## src/rtl/md_pkg.sv

```systemverilog
// Shared definitions for the multiply/divide unit: operation encodings,
// FSM state type and small decode helpers.
package md_pkg;

    localparam logic [2:0] MD_MULT  = 3'd0;
    localparam logic [2:0] MD_MULTU = 3'd1;
    localparam logic [2:0] MD_DIV   = 3'd2;
    localparam logic [2:0] MD_DIVU  = 3'd3;
    localparam logic [2:0] MD_MTHI  = 3'd4;
    localparam logic [2:0] MD_MTLO  = 3'd5;

    typedef enum logic [1:0] {
        ST_IDLE = 2'd0,
        ST_RUN  = 2'd1,
        ST_FIX  = 2'd2
    } md_state_t;

    function automatic logic is_iter_op(input logic [2:0] op);
        return (op == MD_MULT) || (op == MD_MULTU) || (op == MD_DIV) || (op == MD_DIVU);
    endfunction

    function automatic logic is_signed_op(input logic [2:0] op);
        return (op == MD_MULT) || (op == MD_DIV);
    endfunction

    function automatic logic is_div_op(input logic [2:0] op);
        return (op == MD_DIV) || (op == MD_DIVU);
    endfunction

endpackage

```

## src/rtl/md_iter_step.sv

```systemverilog
// One radix-2 iteration: shift-add multiply or restoring shift-subtract divide
// on a 2*WIDTH accumulator. Purely combinational.
module md_iter_step #(
    parameter int WIDTH = 32
) (
    input  logic [2*WIDTH-1:0] acc,
    input  logic [WIDTH-1:0]   operand,
    input  logic               is_div,
    output logic [2*WIDTH-1:0] acc_next,
    output logic               q_bit
);

    logic [WIDTH:0] add_sum;
    logic [WIDTH:0] rem_shift;
    logic [WIDTH:0] rem_diff;

    // Divide leaves the new quotient slot (LSB) clear; the caller ORs q_bit in.
    always_comb begin
        add_sum   = {1'b0, acc[2*WIDTH-1:WIDTH]} + (acc[0] ? {1'b0, operand} : '0);
        rem_shift = {acc[2*WIDTH-1:WIDTH], acc[WIDTH-1]};
        rem_diff  = rem_shift - {1'b0, operand};
        q_bit     = 1'b0;
        acc_next  = {add_sum, acc[WIDTH-1:1]};
        if (is_div) begin
            q_bit    = ~rem_diff[WIDTH];
            acc_next = {(q_bit ? rem_diff[WIDTH-1:0] : rem_shift[WIDTH-1:0]),
                        acc[WIDTH-2:0], 1'b0};
        end
    end

endmodule

```

## src/rtl/alu_md.sv

```systemverilog
// Iterative signed/unsigned multiply/divide unit with architectural HI/LO,
// MTHI/MTLO writes and a busy stall for the execute stage.
module alu_md import md_pkg::*; #(
    parameter int WIDTH = 32,
    parameter int CNT_W = $clog2(WIDTH + 1)
) (
    input  logic             clk,
    input  logic             resetn,
    input  logic             start,
    input  logic [2:0]       md_op,
    input  logic [WIDTH-1:0] a,
    input  logic [WIDTH-1:0] b,
    input  logic             flush,
    output logic             busy,
    output logic             done,
    output logic             div0,
    output logic [WIDTH-1:0] hi,
    output logic [WIDTH-1:0] lo,
    output logic [1:0]       dbg_state
);

    // Handshake: start is a request sampled only in IDLE; busy is the inverse
    // of ready, and upstream holds start/md_op/a/b stalled while busy is high.
    md_state_t          state, state_next;
    logic [CNT_W-1:0]   cnt;
    logic [2*WIDTH-1:0] acc, step_acc;
    logic [WIDTH-1:0]   opnd, a_mag, b_mag;
    logic               op_div, neg_res, neg_rem, dz, step_q;
    logic               accept, mt_hi, mt_lo, fix;
    logic [2*WIDTH-1:0] prod_fix;
    logic [WIDTH-1:0]   quot_fix, rem_fix;

    assign busy      = (state != ST_IDLE);
    assign dbg_state = state;

    // Negating the most-negative value wraps to itself, i.e. 2^(WIDTH-1) unsigned.
    assign a_mag = (is_signed_op(md_op) && a[WIDTH-1]) ? -a : a;
    assign b_mag = (is_signed_op(md_op) && b[WIDTH-1]) ? -b : b;

    md_iter_step #(.WIDTH(WIDTH)) u_step (
        .acc      (acc),
        .operand  (opnd),
        .is_div   (op_div),
        .acc_next (step_acc),
        .q_bit    (step_q)
    );

    always_ff @(posedge clk or negedge resetn) begin
        if (!resetn) state <= ST_IDLE;
        else         state <= state_next;
    end

    always_comb begin
        state_next = state;
        accept     = 1'b0;
        mt_hi      = 1'b0;
        mt_lo      = 1'b0;
        fix        = 1'b0;
        if (flush) begin
            state_next = ST_IDLE;
        end else begin
            case (state)
                ST_IDLE: begin
                    if (start) begin
                        if (is_iter_op(md_op)) begin
                            accept     = 1'b1;
                            state_next = ST_RUN;
                        end else if (md_op == MD_MTHI) begin
                            mt_hi = 1'b1;
                        end else if (md_op == MD_MTLO) begin
                            mt_lo = 1'b1;
                        end
                    end
                end
                ST_RUN: begin
                    if (cnt == CNT_W'(1)) state_next = ST_FIX;
                end
                ST_FIX: begin
                    fix        = 1'b1;
                    state_next = ST_IDLE;
                end
                default: state_next = ST_IDLE;
            endcase
        end
    end

    // With a zero divisor the remainder path ends holding |a|; the dividend-sign
    // fixup then restores a exactly, so HI <- a needs no special case.
    always_comb begin
        prod_fix = neg_res ? -acc : acc;
        quot_fix = neg_res ? -acc[WIDTH-1:0] : acc[WIDTH-1:0];
        rem_fix  = neg_rem ? -acc[2*WIDTH-1:WIDTH] : acc[2*WIDTH-1:WIDTH];
    end

    always_ff @(posedge clk or negedge resetn) begin
        if (!resetn) begin
            cnt     <= '0;
            acc     <= '0;
            opnd    <= '0;
            op_div  <= 1'b0;
            neg_res <= 1'b0;
            neg_rem <= 1'b0;
            dz      <= 1'b0;
            hi      <= '0;
            lo      <= '0;
            done    <= 1'b0;
            div0    <= 1'b0;
        end else begin
            done <= fix;
            div0 <= fix & dz;
            if (accept) begin
                cnt     <= CNT_W'(WIDTH);
                op_div  <= is_div_op(md_op);
                neg_res <= is_signed_op(md_op) & (a[WIDTH-1] ^ b[WIDTH-1]);
                neg_rem <= is_signed_op(md_op) & a[WIDTH-1];
                dz      <= is_div_op(md_op) & (b == '0);
                if (is_div_op(md_op)) begin
                    acc  <= {{WIDTH{1'b0}}, a_mag};
                    opnd <= b_mag;
                end else begin
                    acc  <= {{WIDTH{1'b0}}, b_mag};
                    opnd <= a_mag;
                end
            end else if (state == ST_RUN) begin
                cnt <= cnt - CNT_W'(1);
                acc <= step_acc | {{(2*WIDTH-1){1'b0}}, step_q};
            end
            if (mt_hi) hi <= a;
            if (mt_lo) lo <= a;
            if (fix) begin
                if (op_div) begin
                    lo <= dz ? '1 : quot_fix;
                    hi <= rem_fix;
                end else begin
                    {hi, lo} <= prod_fix;
                end
            end
        end
    end

endmodule
```

## config.mk

```make
export PLATFORM = sky130hd
export DESIGN_NAME = alu_md
export DESIGN_NICKNAME = d
export VERILOG_FILES = /design/src/rtl/md_pkg.sv /design/src/rtl/md_iter_step.sv /design/src/rtl/alu_md.sv
export SDC_FILE = /design/constraint.sdc
export NUM_CORES = 1
export LEC_CHECK = 0
export ABC_AREA = 1
export ABC_CLOCK_PERIOD_IN_PS = 3720
export CAP_MARGIN = 40
export CORE_MARGIN = 8
export CORE_UTILIZATION = 40
export DETAILED_ROUTE_END_ITERATION = 10
export HOLD_SLACK_MARGIN = 0.06
export PLACE_DENSITY_LB_ADDON = 0.05
export SETUP_SLACK_MARGIN = 0.1
export SLEW_MARGIN = 20
export SYNTH_ARGS = -nofsm -noshare
export SYNTH_HDL_FRONTEND = slang
export SYNTH_SLANG_ARGS = --single-unit
```

## constraint.sdc

```tcl
create_clock -name clk -period 3.72 [get_ports clk]
set_input_delay 0.372 -clock clk [delete_from_list [all_inputs] [get_ports clk]]
set_output_delay 0.372 -clock clk [all_outputs]
set_load 0.01 [all_outputs]
```

* Yosys cells after proc, flatten, opt, wreduce, memory -nomap -nowiden *
Cells that the tools add are included.

storage, ports and cells
  input port bits = 71
  register bits = 174
  output and inout bits = 69

cells by class
  reductions and logical operators = 15
  add/sub/neg operators = 8
  equal/unequal tests = 11
  multiplexer cells = 44
  bitwise gates (word level) = 7

operators with widths
  cell                                                                number
  32-bit 2-to-1 mux                                                   15
  64-bit 2-to-1 mux                                                   4
  32-bit negation                                                     4
  64-bit negation                                                     1
  64-bit by 1-bit OR with 64-bit output                               1
  32-bit by 33-bit adder with 33-bit output                           1
  33-bit by 32-bit subtractor with 33-bit output                      1
  32-bit zero test                                                    1
  1-bit 2-to-1 mux                                                    18
  6-bit 2-to-1 mux                                                    2
  3-bit inequality test, second input constant                        3
  2-bit 2-to-1 mux                                                    4
  2-bit nonzero test                                                  4
  3-bit by 2-bit == test with 1-bit output, second input constant     2
  3-bit == test, second input constant                                2
  6-bit by 1-bit == test with 1-bit output, second input constant     1
  6-bit by 1-bit subtractor with 6-bit output, second input constant  1
  1-bit logical OR                                                    5
  1-bit bitwise AND                                                   4
  2-bit one-hot mux with 2 select lines                               1
  3-bit by 1-bit == test with 1-bit output, second input constant     1
  3-bit zero test                                                     1
  3-bit AND reduction                                                 1
  2-bit by 1-bit == test with 1-bit output, second input constant     1
  other kinds (5)                                                     6

* Longest topological paths before layout *
Gate-level depths: netlist of the first run.

  word-level depth = 10
  depth in mapped cells = 21
  mapped depth without buffers = 19

* By module *
Synthesis of the first run repeated with hierarchy kept, for this count alone.

unflattened totals
  cells, all modules = 3210
  area total of the unflattened synthesis = 18519.0 sq um

modules (own cells, without submodules)
  module        area an instance (sq um)  cells each  sequential area each (sq um)  instances
  alu_md        12298.0                   1903        4354.2                        1
  md_iter_step  6221.0                    1307        0.0                           1

* Worst setup path before layout of the first run *
OpenSTA, ideal clock, no wires.

  path type = reg-to-reg
  from = reg acc[31]
  to = reg acc[50]
  stages on the path, launching flop included = 20
  buffers on the path = 2
  data required time = 3.603 ns
  data arrival time = 2.202 ns
  library setup time = 0.117 ns
  period minus slack after synthesis = 2.319 ns
  setup slack = 1.401 ns
  path through = dfrtp_1 -> buf_6 -> inv_1 -> ha_1 -> fa_1 -> inv_1 -> nand2_1 -> nand2_1 -> nand3_1 -> nand2_2 -> nand2_2 -> nand2_4 -> nand2_2 -> nand3_1 -> nand2_4 -> buf_6 -> nand2_1 -> nand3_1 -> nand2_1 -> nand2_1

between the ends
  word-level cells in the longest chain between the ends = 6

RTL lines
  what                                            line                text
  from (decl)                                     alu_md.sv:26        logic [2*WIDTH-1:0] acc, step_acc;
  from (signal assigned)                          alu_md.sv:118       acc <= {{WIDTH{1'b0}}, a_mag};
  from (signal assigned)                          alu_md.sv:121       acc <= {{WIDTH{1'b0}}, b_mag};
  from (signal assigned)                          alu_md.sv:126       acc <= step_acc | {{(2*WIDTH-1){1'b0}}, step_q};
  33-bit by 32-bit subtractor with 33-bit output  md_iter_step.sv:21  rem_diff = rem_shift - {1'b0, operand};
  32-bit 2-to-1 mux                               md_iter_step.sv:26  acc_next = {(q_bit ? rem_diff[WIDTH-1:0] : rem_shift[WIDTH-1:0]),
  64-bit 2-to-1 mux                               md_iter_step.sv:24  if (is_div) begin
  64-bit by 1-bit OR with 64-bit output           alu_md.sv:126
  64-bit 2-to-1 mux                               alu_md.sv:124       end else if (state == ST_RUN) begin
  64-bit 2-to-1 mux                               alu_md.sv:111       if (accept) begin

Every way passes these cells. The select of a mux whose other input is x is not followed.
A chain may end at the register's enable or synchronous reset.

* Worst setup path in the final report of the first run *
  from = reg acc[31]
  to = reg acc[58]

The elaborated chain is that of the path after synthesis.

==> key figures, run 1 <==
Run status
  – Status: finished, final reports clean

Cells and area
  – Fraction of layout cells with a size suffix above 1: about 5.3%
  – # diodes: 0
  – Multi-input gate area: between 0.01 and 0.015 mm²
  – Area Growth Syn to Fin: 14.97%
  – Final net count: between 3,000 and 4,000
  – Filler instances: between 4,000 and 5,000
  – Sequential cell area: 0.004355 mm²

Worst setup path
  – Critical-path top delay cell: dfrtp_1
  – Worst EP arrival: approximately 3.8 ns
  – Crit end category: register
  – CP Max Fanout: 30
  – Critical setup path kind: reg -> reg
  – Critical path's largest stage delay: roughly 0.56 ns
  – Worst R2R Path Depth: 18
  – Crit path launch type: register
  – Most frequent CP cell: nand2_2
  – Crit path required time: between 4 and 5 ns
  – Crit path cell chain: inv_1 -> ha_1 -> fa_1 -> inv_1 -> nand2_1 -> nand2_1 -> nand3_1 -> nand2_2 -> nand2_2 -> nand2_4 -> nand2_2 -> nand2_2 -> nand2_2 -> nand2_2 -> nand3_1 -> nand3_1 -> nand2_1 -> nand2_1

Clock network
  – Sink Count: ~170
  – H-tree depth: 4
  – Clk_lat worst skew: 0.49 ns
  – Post-CTS resize count: 0
  – CTS tree: built
  – Cts-stage hold buffer count: 1
  – Clock slew at the register clock pins of the worst setup and hold paths: 0.08 ns
  – Root Buffer: clkbuf_16
  – Post-CTS setup buffer count: 0
  – CTS Buf Count: 17
  – CTS Buffer Depth: 2

Place
  – Port-buffer cells: roughly 140
  – Hpwl dp: approximately 70,000 µm
  – Routability cong.: ~1.0

Global route
  – Gr usage total: a little under a third
  – Vias in the first global route: around 20,000
  – Initial antenna violation count: 1
  – Largest net degree at the start of global routing: around 90
  – First-pass GRT wire length: ~130,000 µm
  – Grt total ovfl: 0

Power and ir drop
  – Lkg Pwr: 0.01041 µW
  – Pwr Total: around 17,000 µW
  – Sw power: approximately 9000 µW
  – PwrDens: approximately 800 mW/mm²
  – Internal power: between 7000 and 8000 µW
  – Net Sw Frac: ~55%
  – Clock power frac: ~11%
  – Logic gate share of total power: between 60% and 70%
  – VDD IR max: just over 0.0003 V
  – Seq pwr share: 23.0%

STA
  – Fmax: 299.5 MHz
  – Slew margin rel.: a little under half
  – Least-Margin Pin Slew: 0.8145 ns
  – Final setup fails: 0
  – Min Tclk post-route: about 3.3 ns
  – Tcrit/Tclk final: about nine tenths
  – Slew Limit Fails: 0
  – Final Hold Fails: 0
  – RSZ-0062 raised after global routing: false
  – Final Skew: 0.01955 ns
  – Setup_tns: 0 ns

Die
  – IO Pins: between 100 and 150
  – Chip Width: between 200 and 250 µm
  – Initial Utilization: between 40% and 50%
  – Core Area: ~0.045 mm²
  – Die span in y: between 200 and 250 µm
  – FP Rows: 78
  – Die ar.: approximately 0.053 mm²

Logic synthesis
  – Syn_nets: 3,191
  – Mux cell area share after synthesis: 0%
  – Synth unique cells: between 50 and 60
  – FF+latch count, synth: 174
  – Synth Area in Adders: around 5%
  – Largest family of logic cells by synthesized area: simple AND/OR/NAND/NOR gates
  – EDFF count, synth: 0
  – Simple-gate portion of the synthesized area: 39.61%
  – Synth Area in Compound Gates: about 16%
  – Ys flop type: dfrtp_1
  – Mapped Area: between 0.015 and 0.02 mm²
  – Mapped Cells: roughly 3,000
  – Yosys warnings: 0
  – Avg Inst Size Synth: ~6 µm²
  – Post-Synth XOR/XNOR Area: under 10%
  – Asr flop ratio synth: 100.0%
  – Register area share after synthesis: about a quarter

Job
  – Max Cap Viol: 0

Route
  – Vias: between 20,000 and 25,000
  – Drt drc: 0
  – Drt total wl: approximately 86,000 µm
  – ANT nets after route: 0
  – DR iter-0 viols: approximately 2,400
  – Routed length per instance: about 23 µm
  – Via density: between 5 and 6
  – Drt pass-1 iters: 5

Hold path
  – Worst hold path class: in -> async
worst paths after layout:
path	slack, ns	endpoint	startpoint
min reg2reg	0.49	cnt[3]	cnt[3]
max reg2reg	0.38	acc[58]	acc[31]
min	0.28	cnt[3]	resetn
max in group asynchronous	2.73	hi[30]	resetn
min in group clk	0.49	cnt[3]	cnt[3]
max	0.38	acc[58]	acc[31]
kinds of logic (layout without fill, tap and decap cells):
family	after synthesis	after routing
flops	174	174
compound gates	482	482
buf+inv	550	682
xor+xnor	75	75
simple gates	1695	1695
fa+ha+maj	72	72
metal layers:
layer  vias up  routed length [µm]  global-route usage, %
met1      9953               37140                  43.12
met4         0                3328                  12.15
li1      10110                   -                      -
met5         -                   0                      0
met3       134                8201                  7.540
met2      1054               36990                  47.51
final cells by class:
cell class	count	area share (%)
repair buffers	198	9.026
flip-flops and latches	174	20.79
inverters	452	8.100
multi-input cells	2324	55.78
clock buffers	19	2.115
well taps	600	3.584
clock inverters	13	0.6033
per-stage QoR:
| step | setup slack, ns | instance area, µm² | util (%) | instances | hold WS, ns |
|---|---|---|---|---|---|
| after global placement | 0.5659 | 20310 | 44.95 | 3744 | 0.4657 |
| after detailed placement | 0.4762 | 20340 | 45.01 | 3746 | 0.4740 |
| after global routing | 0.2210 | 20950 | 46.36 | 3780 | 0.2669 |
| after CTS | 0.4537 | 20920 | 46.30 | 3779 | 0.4967 |
| final | 0.3809 | 20950 | 46.36 | 3780 | 0.2768 |
| after floorplan | 1.401 | 18220 | - | 3048 | 0.07641 |
power groups by stage:
stage | sequential [µW] | clock, µW | combinational (µW)
6_report | 3800 | 1870 | 10900
3_3_place_gp | 3780 | 0 | 10600
2_1_floorplan | 3490 | 0 | 6930
3_5_place_dp | 3780 | 0 | 10600
5_1_grt | 3850 | 1960 | 12000
4_1_cts | 3750 | 1890 | 10700
state kept, by name (all words and copies together), names as in the netlist:
name and flops:
acc 64, hi 32, lo 32, opnd 32
cnt 6, dbg_state 2, div0 1, done 1
dz 1, neg_rem 1, neg_res 1, op_div 1
critical path: cells and delay by family, from the launching register on:
family | cells | cell delay [ns]
buffers and inverters | 2 | 0.21
flip-flops | 1 | 0.56
adder cells (fa/ha/maj) | 2 | 0.64
AND/OR/NAND/NOR | 14 | 1.84
placed cells by master, fill, tap and decap left out, types with 53 or more instances in the layout:
cell | synthesis | final
nand3_1 | 284 | 284
nor2_1 | 243 | 241
nand2_1 | 991 | 991
o211ai_1 | 53 | 53
dfrtp_1 | 174 | 173
clkdlybuf4s50_1 | 0 | 138
inv_1 | 438 | 438
a21oi_1 | 133 | 133
o21ai_0 | 165 | 165
buf_4 | 8 | 53
ha_1 | 70 | 70
cells in the mapped netlist (44+ instances only):
library cell  number  area [µm²]
nand2_1          991        3720
inv_1            438        1644
nand3_1          284        1421
nor2_1           243       912.1
dfrtp_1          174        4354
o21ai_0          165       825.8
a21oi_1          133       665.6
ha_1              70       875.8
o211ai_1          53       397.9
nor3_1            46       230.2
xor2_1            46       402.9
nand4_1           45       281.5
clkbuf_1          44       165.2
Note: power is estimated with default switching activity, not from simulation.
==> run 2: changes to the inputs <==
MAX_ROUTING_LAYER = met4   (was unset)
==> key figures, run 2 (same netlist as run 1, synthesis figures left out) <==
Global route
  – First-pass GRT wire length: 126,500 µm
  – Initial antenna violation count: 2
  – Vias in the first global route: 20,030
  – Gr usage total: about 33%
  – Largest net degree at the start of global routing: roughly 90
  – Grt total ovfl: 0

Clock network
  – H-tree depth: 4
  – Root Buffer: clkbuf_16
  – CTS tree: built
  – CTS Buf Count: 17
  – Clock slew at the register clock pins of the worst setup and hold paths: 0.07 ns
  – Clk_lat worst skew: around 0.50 ns
  – CTS Buffer Depth: 2
  – Sink Count: 174

Die
  – FP Rows: 78
  – Core Area: around 0.045 mm²
  – IO Pins: 140
  – Initial Utilization: between 40 and 50%
  – Die ar.: 0.05263 mm²
  – Die span in y: 229.4 µm
  – Chip Width: about 230 µm

Place
  – Routability cong.: a little over 1
  – Hpwl dp: between 60,000 and 70,000 µm
  – Placed Area: between 0.02 and 0.025 mm²
  – Port-buffer cells: about 140
  – Placed cells: between 3,000 and 4,000

Route
  – Drt drc: 0
  – DR iter-0 viols: approximately 2,400
  – Vias: between 20,000 and 25,000
  – Drt total wl: approximately 86,000 µm
  – Via density: about 5.6
  – ANT nets after route: 0
  – Drt pass-1 iters: 6
  – Routed length per instance: 22.72 µm

Power and ir drop
  – Pwr Total: approximately 16,000 µW
  – Clock power frac: between 10% and 20%
  – Net Sw Frac: a little under three fifths
  – VDD IR max: roughly 0.00037 V
  – Sw power: between 9000 and 10,000 µW
  – Logic gate share of total power: about two thirds
  – Seq pwr share: between 20% and 30%
  – PwrDens: ~800 mW/mm²
  – Internal power: around 7300 µW
  – Lkg Pwr: roughly 0.010 µW

STA
  – Min Tclk post-route: 3.355 ns
  – Tcrit/Tclk final: roughly 90%
  – Fmax: around 300 MHz
  – Final setup fails: 0
  – Final Skew: 0.01948 ns
  – Setup_tns: 0 ns
  – Slew Limit Fails: 0
  – RSZ-0062 raised after global routing: false
  – Final Hold Fails: 0
  – Slew margin rel.: 41.91%
  – Least-Margin Pin Slew: roughly 0.86 ns

Cells and area
  – Final net count: 3,305
  – Layout Cells excl Fill: between 3,000 and 4,000
  – Reg with most FFs: acc
  – Design Area, Final: 0.02092 mm²
  – Final Util: a little under half
  – Most common cell after layout, fill and taps aside: nand2_1
  – Area Growth Syn to Fin: 14.81%
  – Max reg flops: 64
  – Fraction of layout cells with a size suffix above 1: under 10%
  – Most frequent cells in the layout: 991 x nand2_1, 438 x inv_1, 284 x nand3_1, 241 x nor2_1, 173 x dfrtp_1

Worst setup path
  – Worst EP arrival: ~3.8 ns
  – Crit path required time: just over 4 ns
  – Crit path launch type: register
  – Crit end category: register
  – CP Max Fanout: 30
  – Critical setup path kind: reg -> reg

Hold path
  – Worst hold path class: in -> async

Job
  – Max Cap Viol: 0

Run status
  – Status: finished, final reports clean
run 2: changes by cell type in the layout (fill, tap and decap cells not counted), sizes merged:
cell	delta
diode	+1
clkbuf	+1
bufinv	-1
clkinv	-1
clkinvlp	+3
buf	-5
inv	-2
run 2: metal layers:
layer | global-route usage, % | up-vias | part of all wire [%]
li1 | - | 10100 | -
met1 | 43.09 | 9930 | 44
met2 | 46.95 | 1045 | 43
met3 | 7.219 | 165 | 8.9
met4 | 14.47 | 0 | 4.6
met5 | - | - | 0
run 2: worst paths after layout:
path	startpoint	cells past startpoint	to	slack [ns]
min in group clk	cnt[3]	1	cnt[3]	0.50
worst min-delay path	resetn	2	cnt[3]	0.24
worst min register to register	cnt[3]	1	cnt[3]	0.50
max in group asynchronous	resetn	4	acc[33]	2.43
worst max register to register	acc[31]	18	acc[62]	0.36
worst max-delay path	acc[31]	18	acc[62]	0.36
run 2: power groups by stage:
stage	sequential (µW)	combinational [µW]	clock [µW]
4_1_cts	3800	10600	1840
3_5_place_dp	3830	10600	0
2_1_floorplan	3490	6930	0
6_report	3860	10800	1820
3_3_place_gp	3820	10500	0
5_1_grt	3900	11900	1900
run 2: through the flow:
| stage | hold WS (ns) | setup WS [ns] |
|---|---|---|
| floorplan | 0.07641 | 1.401 |
| global placement | 0.4823 | 0.6038 |
| detailed placement | 0.4905 | 0.4704 |
| CTS | 0.4980 | 0.4408 |
| global route | 0.2316 | 0.1529 |
| finish | 0.2444 | 0.3650 |
run 2: worst max-delay path, stage by stage, from the launching register on:
cell and delay (ns):
dfrtp_1 0.57, inv_1 0.12, ha_1 0.25, fa_1 0.41
inv_1 0.11, nand2_1 0.06, nand2_1 0.11, nand3_1 0.10
nand2_2 0.11, nand2_2 0.07, nand2_4 0.08, nand2_2 0.07
nand2_2 0.09, nand2_2 0.06, nand2_2 0.49, nand3_1 0.30
nand3_1 0.14, nand2_1 0.09, nand2_1 0.07
run 2: what timing repair did:
action,CTS,global route
hold buffers,1,0
buffers inserted,0,0
hold endpoints to repair,84,0
resized for setup,0,0
run 2: cell type report:
type | instances | area (µm²)
well taps | 600 | 750.7
multi-input cells | 2324 | 11680
diodes | 1 | 2.502
repair buffers | 193 | 1868
clock buffers | 20 | 456.7
fillers | 4932 | 24270
flip-flops and latches | 174 | 4355
clock inverters | 12 | 102.6
inverters | 452 | 1697
==> run 3: changes to the inputs <==
ABC_CLOCK_PERIOD_IN_PS = 4200   (was 3720)
clock period = 4.2 ns   (was 3.72 ns; I/O delays follow)
==> key figures, run 3 (same netlist as run 1, synthesis figures left out) <==
Route
  – Drt drc: 0
  – Drt pass-1 iters: 6
  – Drt total wl: between 80,000 and 90,000 µm
  – ANT nets after route: 0
  – Routed length per instance: around 23 µm
  – Vias: roughly 21,000
  – DR iter-0 viols: between 2,000 and 2,500
  – Via density: 5.637

STA
  – Min Tclk post-route: ~3.4 ns
  – Final Skew: roughly 0.022 ns
  – Final Hold Fails: 0
  – Final setup fails: 0
  – RSZ-0062 raised after global routing: false
  – Least-Margin Pin Slew: roughly 0.84 ns
  – Tcrit/Tclk final: between 80% and 90%
  – Slew Limit Fails: 0
  – Fmax: between 200 and 300 MHz
  – Setup_tns: 0 ns
  – Slew margin rel.: between 40% and 50%

Cells and area
  – Layout Cells excl Fill: 3,756
  – Reg with most FFs: acc
  – Final net count: between 3,000 and 4,000
  – Max reg flops: between 60 and 70
  – Most common cell after layout, fill and taps aside: nand2_1
  – Filler instances: between 4,000 and 5,000
  – Most frequent cells in the layout: 991 x nand2_1, 438 x inv_1, 284 x nand3_1, 241 x nor2_1, 173 x dfrtp_1
  – Fraction of layout cells with a size suffix above 1: 4.596%
  – Area Growth Syn to Fin: 13.86%

Clock network
  – Sink Count: roughly 170
  – Clk_lat worst skew: 0.49 ns
  – CTS Buf Count: 17
  – Clock slew at the register clock pins of the worst setup and hold paths: 0.07 ns
  – CTS Buffer Depth: 2
  – Root Buffer: clkbuf_16
  – Post-CTS setup buffer count: 0
  – Post-CTS resize count: 0
  – CTS tree: built
  – Cts-stage hold buffer count: 1
  – H-tree depth: 4

Hold path
  – Hold_sp: cnt[3]
  – Worst hold path class: reg -> reg

Die
  – Die span in y: around 230 µm
  – Chip Width: about 230 µm
  – IO Pins: 140
  – Initial Utilization: 40.32%
  – Core Area: roughly 0.045 mm²
  – Die ar.: 0.05263 mm²
  – FP Rows: just under 80

Worst setup path
  – Critical-path top delay cell: dfrtp_1
  – Worst EP arrival: between 3 and 4 ns
  – Crit path cell chain: inv_1 -> ha_1 -> fa_1 -> inv_1 -> nand2_1 -> nand2_1 -> nand3_1 -> nand2_2 -> nand2_2 -> nand2_4 -> nand2_2 -> nand2_2 -> nand2_2 -> nand2_2 -> nand3_1 -> nand3_1 -> nand2_1 -> nand2_1
  – R2R Path Start: acc[31]
  – CP Max Fanout: 30
  – Critical path's largest stage delay: 0.58 ns
  – Crit path launch type: register
  – Crit path required time: 4.62 ns
  – Crit end category: register
  – Critical setup path kind: reg -> reg
  – Setup crit start: acc[31]
  – Most frequent CP cell: nand2_2

Place
  – Port-buffer cells: roughly 140
  – Placed cells: 3,722
  – Routability cong.: between 1 and 1.5
  – Hpwl dp: a little over 70,000 µm

Job
  – Max Cap Viol: 0

Global route
  – Grt total ovfl: 0
  – First-pass GRT wire length: 126,900 µm
  – Gr usage total: roughly a third
  – Vias in the first global route: approximately 20,000
  – Initial antenna violation count: 0
  – Largest net degree at the start of global routing: 92

Power and ir drop
  – Net Sw Frac: around 56%
  – Seq pwr share: between 20% and 30%
  – Sw power: between 8000 and 9000 µW
  – Logic gate share of total power: roughly 64%
  – Clock power frac: 11.3%
  – PwrDens: around 710 mW/mm²
  – Lkg Pwr: about 0.010 µW
  – VDD IR max: 0.0003670 V
  – Internal power: around 6500 µW

Run status
  – Status: finished, final reports clean
run 3: critical path, delay by kind of cell (launching register included):
kind	cells	cell delay, ns
adder cells (fa/ha/maj)	2	0.65
buffers and inverters	2	0.23
flip-flops	1	0.58
AND/OR/NAND/NOR	14	1.87
run 3: final cells by class:
type / count / area [µm²] / area share (%)
clock inverter: 12 / 122.6 / 0.5911
clock buffer: 20 / 456.7 / 2.202
tap: 600 / 750.7 / 3.619
inverter: 452 / 1697 / 8.179
sequential: 174 / 4355 / 21.00
timing repair buffer: 173 / 1685 / 8.125
multi-input combinational: 2324 / 11670 / 56.28
antenna: 1 / 2.502 / 0.01206
run 3: worst paths after layout:
check | to | slack (ns) | cells past startpoint
hold reg to reg | cnt[3] | 0.50 | 1
hold / removal | cnt[3] | 0.50 | 1
setup reg to reg | acc[56] | 0.80 | 18
min in group asynchronous | cnt[0] | 0.54 | 2
setup / recovery | acc[56] | 0.80 | 18
max in group asynchronous | hi[23] | 2.59 | 3
run 3: stage by stage:
step                      setup WS (ns)  power, µW  util [%]  cell area [µm²]  hold slack [ns]
after floorplan                   1.881       9233         -            18220           0.1244
after global placement            1.009      12710     44.54            20120           0.4743
after detailed placement         0.9229      12730     44.60            20150           0.4855
after CTS                        0.8947      14420     45.90            20740           0.4955
after global routing             0.6343      15720     45.90            20740           0.5133
final                            0.7977      14640     45.91            20740           0.5001
run 3: routing by layer:
layer | routed length [µm] | global-route usage (%)
met2 | 36500 | 47.02
met1 | 38120 | 43.90
met5 | 0 | -
met3 | 7598 | 6.601
met4 | 4191 | 14.96
run 3: power groups by stage:
stage               Sequential, µW  Combinational (µW)  Clock (µW)
floorplan                     3090                6140           0
global route                  3670               10300        1730
CTS                           3570                9180        1670
global placement              3600                9110           0
detailed placement            3600                9130           0
finish                        3640                9340        1660
